===== src/rtl/nibble_serial_adder_if.sv =====
// ----------------------------------------------------------------------------
// nibble_serial_adder_if
// Bus bundle between the lab front-end (switches/registers) and the
// nibble-serial adder.
//   master : front-end side, drives Run/A/B/C_in, observes the result
//   slave  : adder side, samples Run/A/B/C_in, drives Sum/C_out/Busy/Done
// Signals:
//   Run      start request (operation starts on its rising edge)
//   A, B     W-bit operands, W = 4*NIBBLES
//   C_in     carry-in
//   Sum      registered W-bit result
//   C_out    registered carry out of bit W-1
//   Busy     high while nibbles are being processed
//   Done     one-cycle pulse when Sum/C_out update
//   Overflow two's-complement overflow, present only with SIGNED_OVF_EN
// ----------------------------------------------------------------------------
interface nibble_serial_adder_if #(
    parameter int NIBBLES = 4
) ();
    localparam int W = 4 * NIBBLES;

    logic         Run;
    logic [W-1:0] A;
    logic [W-1:0] B;
    logic         C_in;
    logic [W-1:0] Sum;
    logic         C_out;
    logic         Busy;
    logic         Done;
`ifdef SIGNED_OVF_EN
    logic         Overflow;
`endif

    modport master (
        output Run, A, B, C_in,
`ifdef SIGNED_OVF_EN
        input  Overflow,
`endif
        input  Sum, C_out, Busy, Done
    );

    modport slave (
        input  Run, A, B, C_in,
`ifdef SIGNED_OVF_EN
        output Overflow,
`endif
        output Sum, C_out, Busy, Done
    );
endinterface


===== src/rtl/nibble_serial_adder.sv =====
// ----------------------------------------------------------------------------
// nibble_serial_adder
// Multi-cycle adder for W = 4*NIBBLES bit operands. One 4-bit carry-select
// slice is reused for every nibble, LSB nibble first, with a registered
// carry linking consecutive nibbles. A rising edge of Run starts an
// operation; Sum/C_out update together with a one-cycle Done pulse.
// Ports:
//   Clk      system clock, rising edge
//   Reset_n  asynchronous, active-low reset
//   bus      nibble_serial_adder_if.slave (Run, A, B, C_in, Sum, C_out,
//            Busy, Done [, Overflow])
// Parameters:
//   NIBBLES  number of 4-bit slices per operand, 1..16
// Configuration:
//   SIGNED_OVF_EN  when defined, adds the Overflow output (two's-complement
//                  overflow of the final result).
// ----------------------------------------------------------------------------
module nibble_serial_adder #(
    parameter int NIBBLES = 4
) (
    input  logic                  Clk,
    input  logic                  Reset_n,
    nibble_serial_adder_if.slave  bus
);
    localparam int W  = 4 * NIBBLES;
    localparam int CW = (NIBBLES > 1) ? $clog2(NIBBLES) : 1;

    typedef enum logic [1:0] {IDLE, CALC, DONE} state_t;

    state_t         state_q, state_d;
    logic           run_q, run_d;
    logic [W-1:0]   a_sh_q, a_sh_d;
    logic [W-1:0]   b_sh_q, b_sh_d;
    logic [W-1:0]   s_sh_q, s_sh_d;
    logic           carry_q, carry_d;
    logic [CW-1:0]  cnt_q, cnt_d;
    logic [W-1:0]   sum_q, sum_d;
    logic           c_out_q, c_out_d;
    logic           busy_q, busy_d;
    logic           done_q, done_d;
`ifdef SIGNED_OVF_EN
    logic           ovf_q, ovf_d;
`endif

    // Carry-select slice: both candidate sums are formed in parallel and
    // the registered carry picks one.
    logic [4:0]     sum_c0, sum_c1;
    logic [3:0]     s4;
    logic           c4;
    logic [W-1:0]   s_next;
    logic           start;

    always_comb begin
        sum_c0 = {1'b0, a_sh_q[3:0]} + {1'b0, b_sh_q[3:0]};
        sum_c1 = {1'b0, a_sh_q[3:0]} + {1'b0, b_sh_q[3:0]} + 5'd1;
        s4     = carry_q ? sum_c1[3:0] : sum_c0[3:0];
        c4     = sum_c0[4] | (sum_c1[4] & carry_q);
        // New nibble enters at the top; the size cast drops the nibble
        // shifted out at the bottom (also valid when NIBBLES == 1).
        s_next = W'({s4, s_sh_q} >> 4);
        start  = bus.Run & ~run_q;
    end

    always_comb begin
        // NOTE: every _d gets a hold default first so no path through the
        // case below can leave it unassigned and infer a latch.
        state_d = state_q;
        run_d   = bus.Run;
        a_sh_d  = a_sh_q;
        b_sh_d  = b_sh_q;
        s_sh_d  = s_sh_q;
        carry_d = carry_q;
        cnt_d   = cnt_q;
        sum_d   = sum_q;
        c_out_d = c_out_q;
        busy_d  = 1'b0;
        done_d  = 1'b0;
`ifdef SIGNED_OVF_EN
        ovf_d   = ovf_q;
`endif
        unique case (state_q)
            IDLE: begin
                if (start) begin
                    a_sh_d  = bus.A;
                    b_sh_d  = bus.B;
                    carry_d = bus.C_in;
                    cnt_d   = '0;
                    busy_d  = 1'b1;
                    state_d = CALC;
                end
            end
            CALC: begin
                a_sh_d  = a_sh_q >> 4;
                b_sh_d  = b_sh_q >> 4;
                s_sh_d  = s_next;
                carry_d = c4;
                cnt_d   = cnt_q + CW'(1);
                if (cnt_q == CW'(NIBBLES - 1)) begin
                    sum_d   = s_next;
                    c_out_d = c4;
`ifdef SIGNED_OVF_EN
                    // Carry into bit W-1 is recovered from the sum bit:
                    // s = a ^ b ^ cin.
                    ovf_d   = (s4[3] ^ a_sh_q[3] ^ b_sh_q[3]) ^ c4;
`endif
                    done_d  = 1'b1;
                    state_d = DONE;
                end else begin
                    busy_d  = 1'b1;
                end
            end
            DONE: state_d = IDLE;
            default: state_d = IDLE;
        endcase
    end

    // NOTE: non-blocking assignments so every flop samples pre-edge values
    // regardless of statement order.
    always_ff @(posedge Clk or negedge Reset_n) begin
        if (!Reset_n) begin
            state_q <= IDLE;
            run_q   <= 1'b0;
            a_sh_q  <= '0;
            b_sh_q  <= '0;
            s_sh_q  <= '0;
            carry_q <= 1'b0;
            cnt_q   <= '0;
            sum_q   <= '0;
            c_out_q <= 1'b0;
            busy_q  <= 1'b0;
            done_q  <= 1'b0;
`ifdef SIGNED_OVF_EN
            ovf_q   <= 1'b0;
`endif
        end else begin
            state_q <= state_d;
            run_q   <= run_d;
            a_sh_q  <= a_sh_d;
            b_sh_q  <= b_sh_d;
            s_sh_q  <= s_sh_d;
            carry_q <= carry_d;
            cnt_q   <= cnt_d;
            sum_q   <= sum_d;
            c_out_q <= c_out_d;
            busy_q  <= busy_d;
            done_q  <= done_d;
`ifdef SIGNED_OVF_EN
            ovf_q   <= ovf_d;
`endif
        end
    end

    assign bus.Sum   = sum_q;
    assign bus.C_out = c_out_q;
    assign bus.Busy  = busy_q;
    assign bus.Done  = done_q;
`ifdef SIGNED_OVF_EN
    assign bus.Overflow = ovf_q;
`endif
endmodule


===== src/flat_wrapper.sv =====
// flat-port wrapper written by rule: the top's interface ports become plain ports
module nibble_serial_adder_flat 
#(
    parameter int NIBBLES = 4
)
  (Clk, Reset_n, bus_Run, bus_A, bus_B, bus_C_in, bus_Sum, bus_C_out, bus_Busy, bus_Done);
  nibble_serial_adder_if #(.NIBBLES(NIBBLES)) bus_i ();
  input  logic Clk;
  input  logic Reset_n;
  input wire logic [$bits(bus_i.Run)-1:0] bus_Run;
  input wire logic [$bits(bus_i.A)-1:0] bus_A;
  input wire logic [$bits(bus_i.B)-1:0] bus_B;
  input wire logic [$bits(bus_i.C_in)-1:0] bus_C_in;
  output wire logic [$bits(bus_i.Sum)-1:0] bus_Sum;
  output wire logic [$bits(bus_i.C_out)-1:0] bus_C_out;
  output wire logic [$bits(bus_i.Busy)-1:0] bus_Busy;
  output wire logic [$bits(bus_i.Done)-1:0] bus_Done;
  assign bus_i.Run = bus_Run;
  assign bus_i.A = bus_A;
  assign bus_i.B = bus_B;
  assign bus_i.C_in = bus_C_in;
  assign bus_Sum = bus_i.Sum;
  assign bus_C_out = bus_i.C_out;
  assign bus_Busy = bus_i.Busy;
  assign bus_Done = bus_i.Done;
  nibble_serial_adder #(.NIBBLES(NIBBLES)) u_core (.Clk(Clk), .Reset_n(Reset_n), .bus(bus_i));
endmodule

===== config.mk =====
export PLATFORM = sky130hd
export DESIGN_NAME = nibble_serial_adder_flat
export DESIGN_NICKNAME = d
export VERILOG_FILES = /design/src/rtl/nibble_serial_adder_if.sv /design/src/rtl/nibble_serial_adder.sv /design/src/flat_wrapper.sv
export SDC_FILE = /design/constraint.sdc
export NUM_CORES = 1
export LEC_CHECK = 0
export ABC_AREA = 1
export CAP_MARGIN = 25
export CORE_MARGIN = 5
export CORE_UTILIZATION = 52
export CTS_CLUSTER_DIAMETER = 30
export DETAILED_ROUTE_END_ITERATION = 6
export PLACE_DENSITY = 0.77
export SYNTH_ARGS = -nofsm -noshare
export SYNTH_HDL_FRONTEND = slang
export SYNTH_SLANG_ARGS = --single-unit

===== constraint.sdc =====
create_clock -name Clk -period 1.9 [get_ports Clk]
set_input_delay 0.38 -clock Clk [delete_from_list [all_inputs] [get_ports Clk]]
set_output_delay 0.38 -clock Clk [all_outputs]
set_load 0.005 [all_outputs]

# Word-level counts from Yosys, hierarchy flattened
# Index checks and enable logic that the tools add are counted.
[word_totals] register_bits=73 word_cells=44
[classes] n_addsub=3 n_eq_ne=4 mux=17 bitwise=4 reduce_logical=5
[op_table] op="$pmux W16 S2" count=2
[op_table] op="$mux W16" count=2
[op_table] op="$pmux W2 S2" count=2
[op_table] op="$mux W2" count=3
[op_table] op="$reduce_and A2 Y1" count=3
[op_table] op="$add A4 B4 Y5" count=1
[op_table] op="$add A5 B1 Y5 const B" count=1
[op_table] op="$mux W1" count=5
[op_table] op="$mux W4" count=1
[op_table] op="$ne A2 B1 Y1 const B" count=2
[op_table] op="$pmux W1 S2" count=2
[op_table] op="$add A2 B1 Y2 const B" count=1
[op_table] op="$and A1 B1 Y1" count=2
[op_table] op="$eq A2 B1 Y1 const B" count=1
[op_table] op="$eq A2 B2 Y1 const B" count=1
[op_table] op="$logic_not A2 Y1" count=1
[op_table] op="$reduce_bool A2 Y1" count=1
[op_table] op="$not A1 Y1" count=1
[op_table] op="$or A1 B1 Y1" count=1

# Depth between registers and ports, before layout
# Gate-level depths: netlist (run 1).
[depth] depth_word=5 depth_mapped=11 depth_no_buf=11

# Worst setup path before layout (run 1)
# Ideal clock, no wire load.
[synth_path] path_kind="reg-to-reg" start="reg u_core.b_sh_q[0]" end="reg u_core.s_sh_q[13]" setup_time_ps=127 arrival_time_ps=1631 setup_slack_ps=142 path_stages_with_launch=10 path_buffers=0 synth_period_minus_slack_ps=1758 path_cell_list="dfrtp_1 -> ha_1 -> inv_1 -> fa_1 -> inv_1 -> ha_1 -> nand2_1 -> o21ai_0 -> nand2_1 -> o21ai_0"
[synth_via] elab_chain_len=3
[synth_rtl] element="start: declaration" line="nibble_serial_adder.sv:33" source="logic [W-1:0] b_sh_q, b_sh_d;"
[synth_rtl] element="start signal: assignment" line="nibble_serial_adder.sv:139" source="b_sh_q <= b_sh_d;"
[synth_rtl] element="$add A4 B4 Y5 (*)" line="nibble_serial_adder.sv:54, nibble_serial_adder.sv:55"
[synth_rtl] element="$add A5 B1 Y5" line="nibble_serial_adder.sv:55" source="sum_c1 = {1'b0, a_sh_q[3:0]} + {1'b0, b_sh_q[3:0]} + 5'd1;"
[synth_rtl] element="$mux W4 (*)" line="nibble_serial_adder.sv:56" source="s4 = carry_q ? sum_c1[3:0] : sum_c0[3:0];"
[synth_rtl] element="end signal: assignment" line="nibble_serial_adder.sv:140" source="s_sh_q <= s_sh_d;"
[synth_rtl] element="end: declaration" line="nibble_serial_adder.sv:34" source="logic [W-1:0] s_sh_q, s_sh_d;"
# Every way passes the cells marked *; elsewhere a longest branch is shown, timed or not.
# A chain may end at the register's enable or synchronous reset.

# Final worst setup path (run 1)
[layout_path] start="reg u_core.b_sh_q[0]" end="reg u_core.sum_q[14], in the netlist u_core.bus.Sum[14]"
[layout_via] elab_chain_len=3
[layout_rtl] element="$add A4 B4 Y5 (*)" line="nibble_serial_adder.sv:54, nibble_serial_adder.sv:55"
[layout_rtl] element="$add A5 B1 Y5" line="nibble_serial_adder.sv:55"
[layout_rtl] element="$mux W4 (*)" line="nibble_serial_adder.sv:56"
[layout_rtl] element="end signal: assignment" line="nibble_serial_adder.sv:143" source="sum_q <= sum_d;"
[layout_rtl] element="end: declaration" line="nibble_serial_adder.sv:37" source="logic [W-1:0] sum_q, sum_d;"
# Marks and branches as above.

==> summary.json, run 1 <==
{
  "sta": {
    "min_period_ns": 1.847,
    "final_max_slew_viol_count": 0,
    "rsz0062_at_grt": "yes",
    "finalCritPeriodShare_pct": 97.23,
    "fmax_ghz": 0.5413,
    "worst_clock_skew_ns": 0.006912,
    "timing_worst_slew_pin_value_ns": 0.6438,
    "relSlewSlack_pct": 57.08,
    "setup-violations-final": 0,
    "final-hold-violation-count": 0
  },
  "pwr": {
    "power.share.sequential_pct": 35.4,
    "internal_power_uw": 4254,
    "max-vdd-ir-drop_uv": 827.8,
    "switchingPower_uw": 2819,
    "power.switching_fraction_pct": 39.86,
    "logic_gate_share_of_total_power_pct": 49.0,
    "power_density_relative_to_cell_area_nw_per_um2": 1771,
    "power.share.clock_pct": 15.6,
    "p_leak_uw": 0.001886
  },
  "floorplanning": {
    "die_w_um": 87.95,
    "initial_core_utilization_pct": 53.36,
    "design.portCount": 55,
    "floorplan.die.height_um": 87.95,
    "die_area_um2": 7734,
    "design.core.area_um2": 5921,
    "placementRows": 28
  },
  "worst_setup_path": {
    "worstSetupPathType": "reg2reg",
    "setup.worst_path.start_class": "register",
    "required_time_of_the_worst_setup_path_ns": 2.11,
    "critPathArrivalTime_ns": 2.06,
    "setup.worst_path.end_class": "register",
    "critical_path.max_fanout": 2
  },
  "route": {
    "routed-wl-met3_um": 360,
    "route.antenna.remaining_nets": 0,
    "drt-total-wl_um": 6317,
    "vias": 2520,
    "number_of_drc_violations_after_detailed_routing_iteration_0": 67,
    "drt_pre_antenna_iters": 4,
    "viasPerCell": 5.081,
    "top_signal_layer_used": "met4",
    "m1WireLength_um": 2730,
    "metal2_wl_um": 3071,
    "wl_per_cell_um": 12.74,
    "drt_drc_violations_left": 0
  },
  "layout": {
    "layout.cells.non_filler": 496,
    "nets": 461,
    "insertedDiodeCount": 0,
    "flow.area_growth_from_synthesis_pct": 26.38,
    "n_fill_cell": 499,
    "final_design_area_no_fill_um2": 3993,
    "drive_above_1_share_pct": 12.35
  },
  "yosys": {
    "syn_area_per_cell_um2": 8.776,
    "yosys_warnings": 0,
    "synth-seq-area-share_pct": 54.65,
    "yosys.cell_types.count": 27,
    "post_synth_edffs": 0,
    "biggest_area_contributors_in_the_synthesized_netlist": "dfrtp_1 (55%), nand2_1 (9.9%), o21ai_0 (6.5%)",
    "postSynthCellCount": 360,
    "count_leader_synth": "nand2_1",
    "synthesis.area_um2": 3159,
    "postSynth.asyncResetShare_pct": 100.0,
    "synth.ff_latch_count": 69,
    "synth_top_area_cell": "dfrtp_1",
    "synth_fp_nets": 403,
    "yosys-top-cells-count": "nand2_1 (83), dfrtp_1 (69), o21ai_0 (41)",
    "yosysTopAreaCellShare_pct": 54.65,
    "synthFlopType": "dfrtp_1"
  },
  "global_route": {
    "grt_max_degree": 30,
    "grt-ovfl-total": 0,
    "grt_pass1_wl_um": 11030,
    "grt_usage_pct": 18.36,
    "number_of_global_route_vias_before_repair": 2583,
    "antenna_found_initial": 0
  },
  "cts": {
    "clk-insertion-delay-late_ns": 0.34,
    "cts_inserted_buffers": 9,
    "cts_root_buf": "clkbuf_8",
    "tritoncts_num_sinks": 69,
    "clkTransAtPathRegs_ns": 0.07,
    "cts_max_level": 3,
    "tritoncts": "built",
    "cts_hold_repair.buffers": 0,
    "ctsLongestPathBuffers": 2
  },
  "place": {
    "port_buffers": 54,
    "gp_congestion": 0.8048,
    "postPlaceCellArea_um2": 3746,
    "dp_hpwl_um": 4372,
    "post-place-cells": 478
  },
  "hold_path": {
    "worst_hold_path_type": "in2async"
  },
  "run_status": {
    "outcome": "finished clean"
  },
  "job": {
    "maxCapViolations": 0
  }
}
## what timing repair did
action,CTS,global route
setup endpoints to repair,0,8
gates resized for setup,0,11
setup buffers,0,4
## power by group through the flow
stage                     sequential, uW  combinational, uW  clock [uW]
after global routing                2580               3970        1190
after CTS                           2500               3210        1140
after global placement              2500               3090           0
after floorplan                     2450               2330           0
after detailed placement            2530               3180           0
final                               2500               3460        1110
## metrics by stage
step	power [uW]	setup WS [ns]	util [%]	hold WS (ns)	setup TNS [ns]
after floorplan	4781	0.1421	-	0.08441	0
after global placement	5583	0.08646	63.27	0.4374	0
after detailed placement	5713	0.01415	63.27	0.4412	0
after CTS	6851	0.01045	66.38	0.06100	0
after global routing	7752	-0.04291	67.43	0.1046	-0.2113
final	7073	0.05265	67.43	0.05128	0
## registers in the layout (all words and copies together), names as in the netlist
| signal | count |
|---|---|
| u_core.cnt_q | 2 |
| u_core.bus.Busy | 1 |
| u_core.state_q | 2 |
| u_core.bus.Done | 1 |
| u_core.bus.Sum | 16 |
| u_core.a_sh_q | 16 |
| u_core.carry_q | 1 |
| u_core.bus.C_out | 1 |
| u_core.s_sh_q | 12 |
| u_core.b_sh_q | 16 |
| u_core.run_q | 1 |
## per-layer routing
metal | GRT usage, % | vias to the layer above
met5 | 0 | -
met4 | 9.902 | 0
met2 | 31.78 | 60
met3 | 4.045 | 14
li1 | - | 1262
met1 | 21.10 | 1184
## final timing paths
path                                         from  depth (start not counted)            endpoint  slack (ns)
worst max-delay path             u_core.b_sh_q[0]                          8  u_core.bus.Sum[14]        0.05
worst min-delay path                      Reset_n                          1   u_core.bus.Sum[6]        0.05
worst max register to register   u_core.b_sh_q[0]                          8  u_core.bus.Sum[14]        0.05
worst min register to register  u_core.bus.Sum[0]                          2   u_core.bus.Sum[0]        0.47
max in group asynchronous                 Reset_n                          2    u_core.a_sh_q[5]        1.19
min in group Clk                u_core.bus.Sum[0]                          2   u_core.bus.Sum[0]        0.47
## placed cells by master (no fill, tap or decap), drive strengths merged
cell type,n
nor3,24
a21oi,3
nand3b,1
xnor2,1
nor2,31
nand3,19
ha,6
buf,13
inv,40
fa,1
clkdlybuf4s50,53
o21ai,56
clkbuf,13
xor2,1
dfrtp,69
clkinv,1
or2,1
nand2,88
## cell type report
cell class	instances	area, um^2	area share, %
clock inverter	1	5.005	0.1254
inverter	40	152.6	3.823
timing repair buffer	66	654.4	16.39
sequential	69	1727	43.25
tap	75	93.84	2.350
multi-input combinational	232	1181	29.58
clock buffer	13	178.9	4.481
## kinds of logic (layout without fill, tap and decap cells)
group / count (synthesis) / after routing / share of synthesized area (%)
flops: 69 / 69 / 54.65
fa+ha+maj: 7 / 7 / 3.010
compound gates: 59 / 59 / 10.30
buf+inv: 59 / 120 / 8.871
simple gates: 164 / 164 / 22.61
xor+xnor: 2 / 2 / 0.5546
## critical path, stage by stage, from the launching register on
cell	delay (ns)
dfrtp_1	0.36
ha_2	0.19
inv_2	0.04
fa_1	0.49
inv_2	0.10
ha_4	0.12
nand2_2	0.05
xnor2_1	0.25
o21ai_0	0.11
Power figures use the tool's default switching activity.
==> inputs of run 2 (changes only) <==
--- a/config.mk
+++ b/config.mk
@@ -12,6 +12,7 @@
 export CTS_CLUSTER_DIAMETER = 30
 export DETAILED_ROUTE_END_ITERATION = 6
 export PLACE_DENSITY = 0.77
+export SKIP_CTS_REPAIR_TIMING = 1
 export SYNTH_ARGS = -nofsm -noshare
 export SYNTH_HDL_FRONTEND = slang
 export SYNTH_SLANG_ARGS = --single-unit
==> results of run 2 <==
No change in the layout: final DEF, timing and power equal those of run 1.
==> inputs of run 3 (changes only) <==
--- a/config.mk
+++ b/config.mk
@@ -11,8 +11,10 @@
 export CORE_UTILIZATION = 52
 export CTS_CLUSTER_DIAMETER = 30
 export DETAILED_ROUTE_END_ITERATION = 6
+export MAX_ROUTING_LAYER = met4
 export PLACE_DENSITY = 0.77
 export SKIP_CTS_REPAIR_TIMING = 1
+export SLEW_MARGIN = 0
 export SYNTH_ARGS = -nofsm -noshare
 export SYNTH_HDL_FRONTEND = slang
 export SYNTH_SLANG_ARGS = --single-unit
==> run 3 against run 2 <==
  * Combinational power barely moved
  * Final cell count did not move
  * Design area did not move
  * Clock skew barely moved
  * Highest routed layer unchanged
  * Global-route usage rose by 0.58 points
  * Largest power group unchanged
  * Routed wire length barely moved
  * Utilization did not move
  * Non-clock buffer count did not move
  * Sequential share of layout area did not move
==> summary.json, run 3 (synthesis results as in run 1) <==
{
  "run_status": {
    "outcome": "finished clean"
  },
  "route": {
    "wl_per_cell": {"value": 12.73, "unit": "um", "change": "about the same"},
    "vias": {"value": 2517, "change": "-0.12%"},
    "drt-total-wl": {"value": 6312, "unit": "um", "change": "about the same"},
    "route.antenna.remaining_nets": {"value": 0, "change": "unchanged"},
    "viasPerCell": {"value": 5.075, "change": "-0.12%"},
    "drt_drc_violations_left": {"value": 0, "change": "unchanged"},
    "number_of_drc_violations_after_detailed_routing_iteration_0": {"value": 66, "change": "-1.5%"},
    "drt_pre_antenna_iters": {"value": 4, "change": "unchanged"}
  },
  "place": {
    "dp_hpwl": {"value": 4372, "unit": "um", "change": "unchanged"},
    "port_buffers": {"value": 54, "change": "unchanged"},
    "post-place-cells": {"value": 478, "change": "unchanged"},
    "postPlaceCellArea": {"value": 3746, "unit": "um^2", "change": "unchanged"},
    "gp_congestion": {"value": 0.8165, "change": "+1.5%"},
    "dp_worst_setup_slack": {"value": 0.01415, "unit": "ns", "change": "unchanged"}
  },
  "sta": {
    "final-hold-violation-count": {"value": 0, "change": "unchanged"},
    "timing_worst_slew_pin_value": {"value": 0.6455, "unit": "ns", "change": "+0.001657 ns"},
    "min_period": {"value": 1.846, "unit": "ns", "change": "-0.001250 ns"},
    "fmax": {"value": 0.5417, "unit": "GHz", "change": "about the same"},
    "setup-violations-final": {"value": 0, "change": "unchanged"},
    "relSlewSlack": {"value": 56.97, "unit": "%", "change": "-0.11 points"},
    "rsz0062_at_grt": "yes",
    "worst_clock_skew": {"value": 0.006986, "unit": "ns", "change": "+0.00007428 ns"},
    "final_max_slew_viol_count": {"value": 0, "change": "unchanged"},
    "finalCritPeriodShare": {"value": 97.16, "unit": "%", "change": "about the same"},
    "final_critical_path_setup_slack": {"value": 0.05390, "unit": "ns", "change": "+0.001250 ns"}
  },
  "pwr": {
    "switchingPower": {"value": 2818, "unit": "uW", "change": "about the same"},
    "max-vdd-ir-drop": {"value": 827.9, "unit": "uV", "change": "about the same"},
    "power_density_relative_to_cell_area": {"value": 1771, "unit": "nW/um^2", "change": "about the same"},
    "power.switching_fraction": {"value": 39.85, "unit": "%", "change": "about the same"},
    "logic_gate_share_of_total_power": {"value": 48.9, "unit": "%", "change": "about the same"},
    "p_leak": {"value": 0.001886, "unit": "uW", "change": "unchanged"},
    "power.share.sequential": {"value": 35.4, "unit": "%", "change": "about the same"},
    "internal_power": {"value": 4254, "unit": "uW", "change": "about the same"},
    "power.share.clock": {"value": 15.7, "unit": "%", "change": "about the same"}
  },
  "floorplanning": {
    "die_w": {"value": 87.95, "unit": "um", "change": "unchanged"},
    "die_area": {"value": 7734, "unit": "um^2", "change": "unchanged"},
    "placementRows": {"value": 28, "change": "unchanged"},
    "design.portCount": {"value": 55, "change": "unchanged"},
    "initial_core_utilization": {"value": 53.36, "unit": "%", "change": "unchanged"},
    "design.core.area": {"value": 5921, "unit": "um^2", "change": "unchanged"},
    "floorplan.die.height": {"value": 87.95, "unit": "um", "change": "unchanged"}
  },
  "worst_setup_path": {
    "worst_r2r_endpoint": "u_core.bus.Sum[14]",
    "worstSetupPathType": "reg2reg",
    "setup.worst_path.end_class": "register",
    "setup.worst_path.start_class": "register",
    "timing.reg2reg.setup_slack": {"value": 0.05, "unit": "ns", "change": "about the same"},
    "required_time_of_the_worst_setup_path": {"value": 2.11, "unit": "ns", "change": "about the same"},
    "critical_path.reg2reg.startpoint": "u_core.b_sh_q[0]",
    "reg2regPathDepth": {"value": 8, "change": "unchanged"},
    "critPathArrivalTime": {"value": 2.06, "unit": "ns", "change": "about the same"},
    "critical_path.max_fanout": {"value": 2, "change": "unchanged"}
  },
  "global_route": {
    "number_of_global_route_vias_before_repair": {"value": 2584, "change": "+0.039%"},
    "grt_max_degree": {"value": 30, "change": "unchanged"},
    "antenna_found_initial": {"value": 0, "change": "unchanged"},
    "grt_pass1_wl": {"value": 11020, "unit": "um", "change": "about the same"},
    "grt_usage": {"value": 18.93, "unit": "%", "change": "+0.58 points"},
    "grt-ovfl-total": {"value": 0, "change": "unchanged"}
  },
  "cts": {
    "tritoncts": "built",
    "cts_max_level": {"value": 3, "change": "unchanged"},
    "cts_root_buf": "clkbuf_8",
    "clkTransAtPathRegs": {"value": 0.07, "unit": "ns", "change": "about the same"},
    "ctsLongestPathBuffers": {"value": 2, "change": "unchanged"},
    "cts_inserted_buffers": {"value": 9, "change": "unchanged"},
    "tritoncts_num_sinks": {"value": 69, "change": "unchanged"},
    "clk-insertion-delay-late": {"value": 0.35, "unit": "ns", "change": "about the same"}
  },
  "layout": {
    "most-common-layout-cells": "nand2_1 (82), dfrtp_1 (69), clkdlybuf4s50_1 (53)",
    "layout.cells.most_common": "nand2_1",
    "n_fill_cell": {"value": 499, "change": "unchanged"},
    "insertedDiodeCount": {"value": 0, "change": "unchanged"},
    "final_standard_cell_utilization_of_the_core": {"value": 67.43, "unit": "%", "change": "unchanged"},
    "layout.cells.non_filler": {"value": 496, "change": "unchanged"},
    "final_design_area_no_fill": {"value": 3993, "unit": "um^2", "change": "unchanged"},
    "drive_above_1_share": {"value": 12.35, "unit": "%", "change": "unchanged"},
    "nets": {"value": 461, "change": "unchanged"},
    "flow.area_growth_from_synthesis": {"value": 26.38, "unit": "%", "change": "unchanged"}
  },
  "hold_path": {
    "worst_hold_path_type": "in2async"
  },
  "job": {
    "maxCapViolations": {"value": 0, "change": "unchanged"}
  }
}
==> run 3: critical path, stage by stage, from the launching register on <==
cell	delay [ns]
dfrtp_1	0.36
ha_2	0.19
inv_2	0.04
fa_1	0.49
inv_2	0.10
ha_4	0.12
nand2_2	0.05
xnor2_1	0.25
o21ai_0	0.11
==> run 3: power groups by stage <==
stage                     registers [uW]  clock network, uW  logic, uW
after floorplan                     2450                  0       2330
after global placement              2500                  0       3090
after detailed placement            2530                  0       3180
after CTS                           2500               1140       3210
after global routing                2580               1190       3970
final                               2500               1110       3460
==> run 3: worst max-delay path by stage <==
stage	start	to	slack, ns	cells past startpoint
finish	u_core.b_sh_q[0]	u_core.bus.Sum[14]	0.05	8
global route	u_core.b_sh_q[0]	u_core.bus.C_out	-0.04	11
CTS	u_core.b_sh_q[0]	u_core.s_sh_q[13]	0.01	9
detailed placement	u_core.b_sh_q[0]	u_core.bus.Sum[14]	0.01	8
global placement	u_core.b_sh_q[0]	u_core.s_sh_q[13]	0.09	9
floorplan	u_core.b_sh_q[0]	u_core.s_sh_q[13]	0.14	9
==> run 3: layout make-up <==
type | instances | area, um^2 | area share (%)
Sequential cell | 69 | 1727 | 43.25
Clock buffer | 13 | 178.9 | 4.481
Timing Repair Buffer | 66 | 654.4 | 16.39
Multi-Input combinational cell | 232 | 1181 | 29.58
Clock inverter | 1 | 5.005 | 0.1254
Inverter | 40 | 152.6 | 3.823
Tap cell | 75 | 93.84 | 2.350
==> run 3: stage by stage <==
step                hold WS, ns  setup TNS [ns]  total power [uW]
global placement         0.4374               0              5583
floorplan               0.08441               0              4781
finish                  0.04986               0              7071
detailed placement       0.4412               0              5713
global route             0.1046         -0.2113              7752
CTS                     0.06100               0              6851
==> run 3: layer usage <==
metal / track usage (%) / vias to the layer above / wire length, um
li1: - / 1262 / -
met1: 21.40 / 1186 / 2770
met3: 3.575 / 13 / 324
met5: - / - / 0
met2: 31.78 / 56 / 3083
met4: 9.902 / 0 / 133
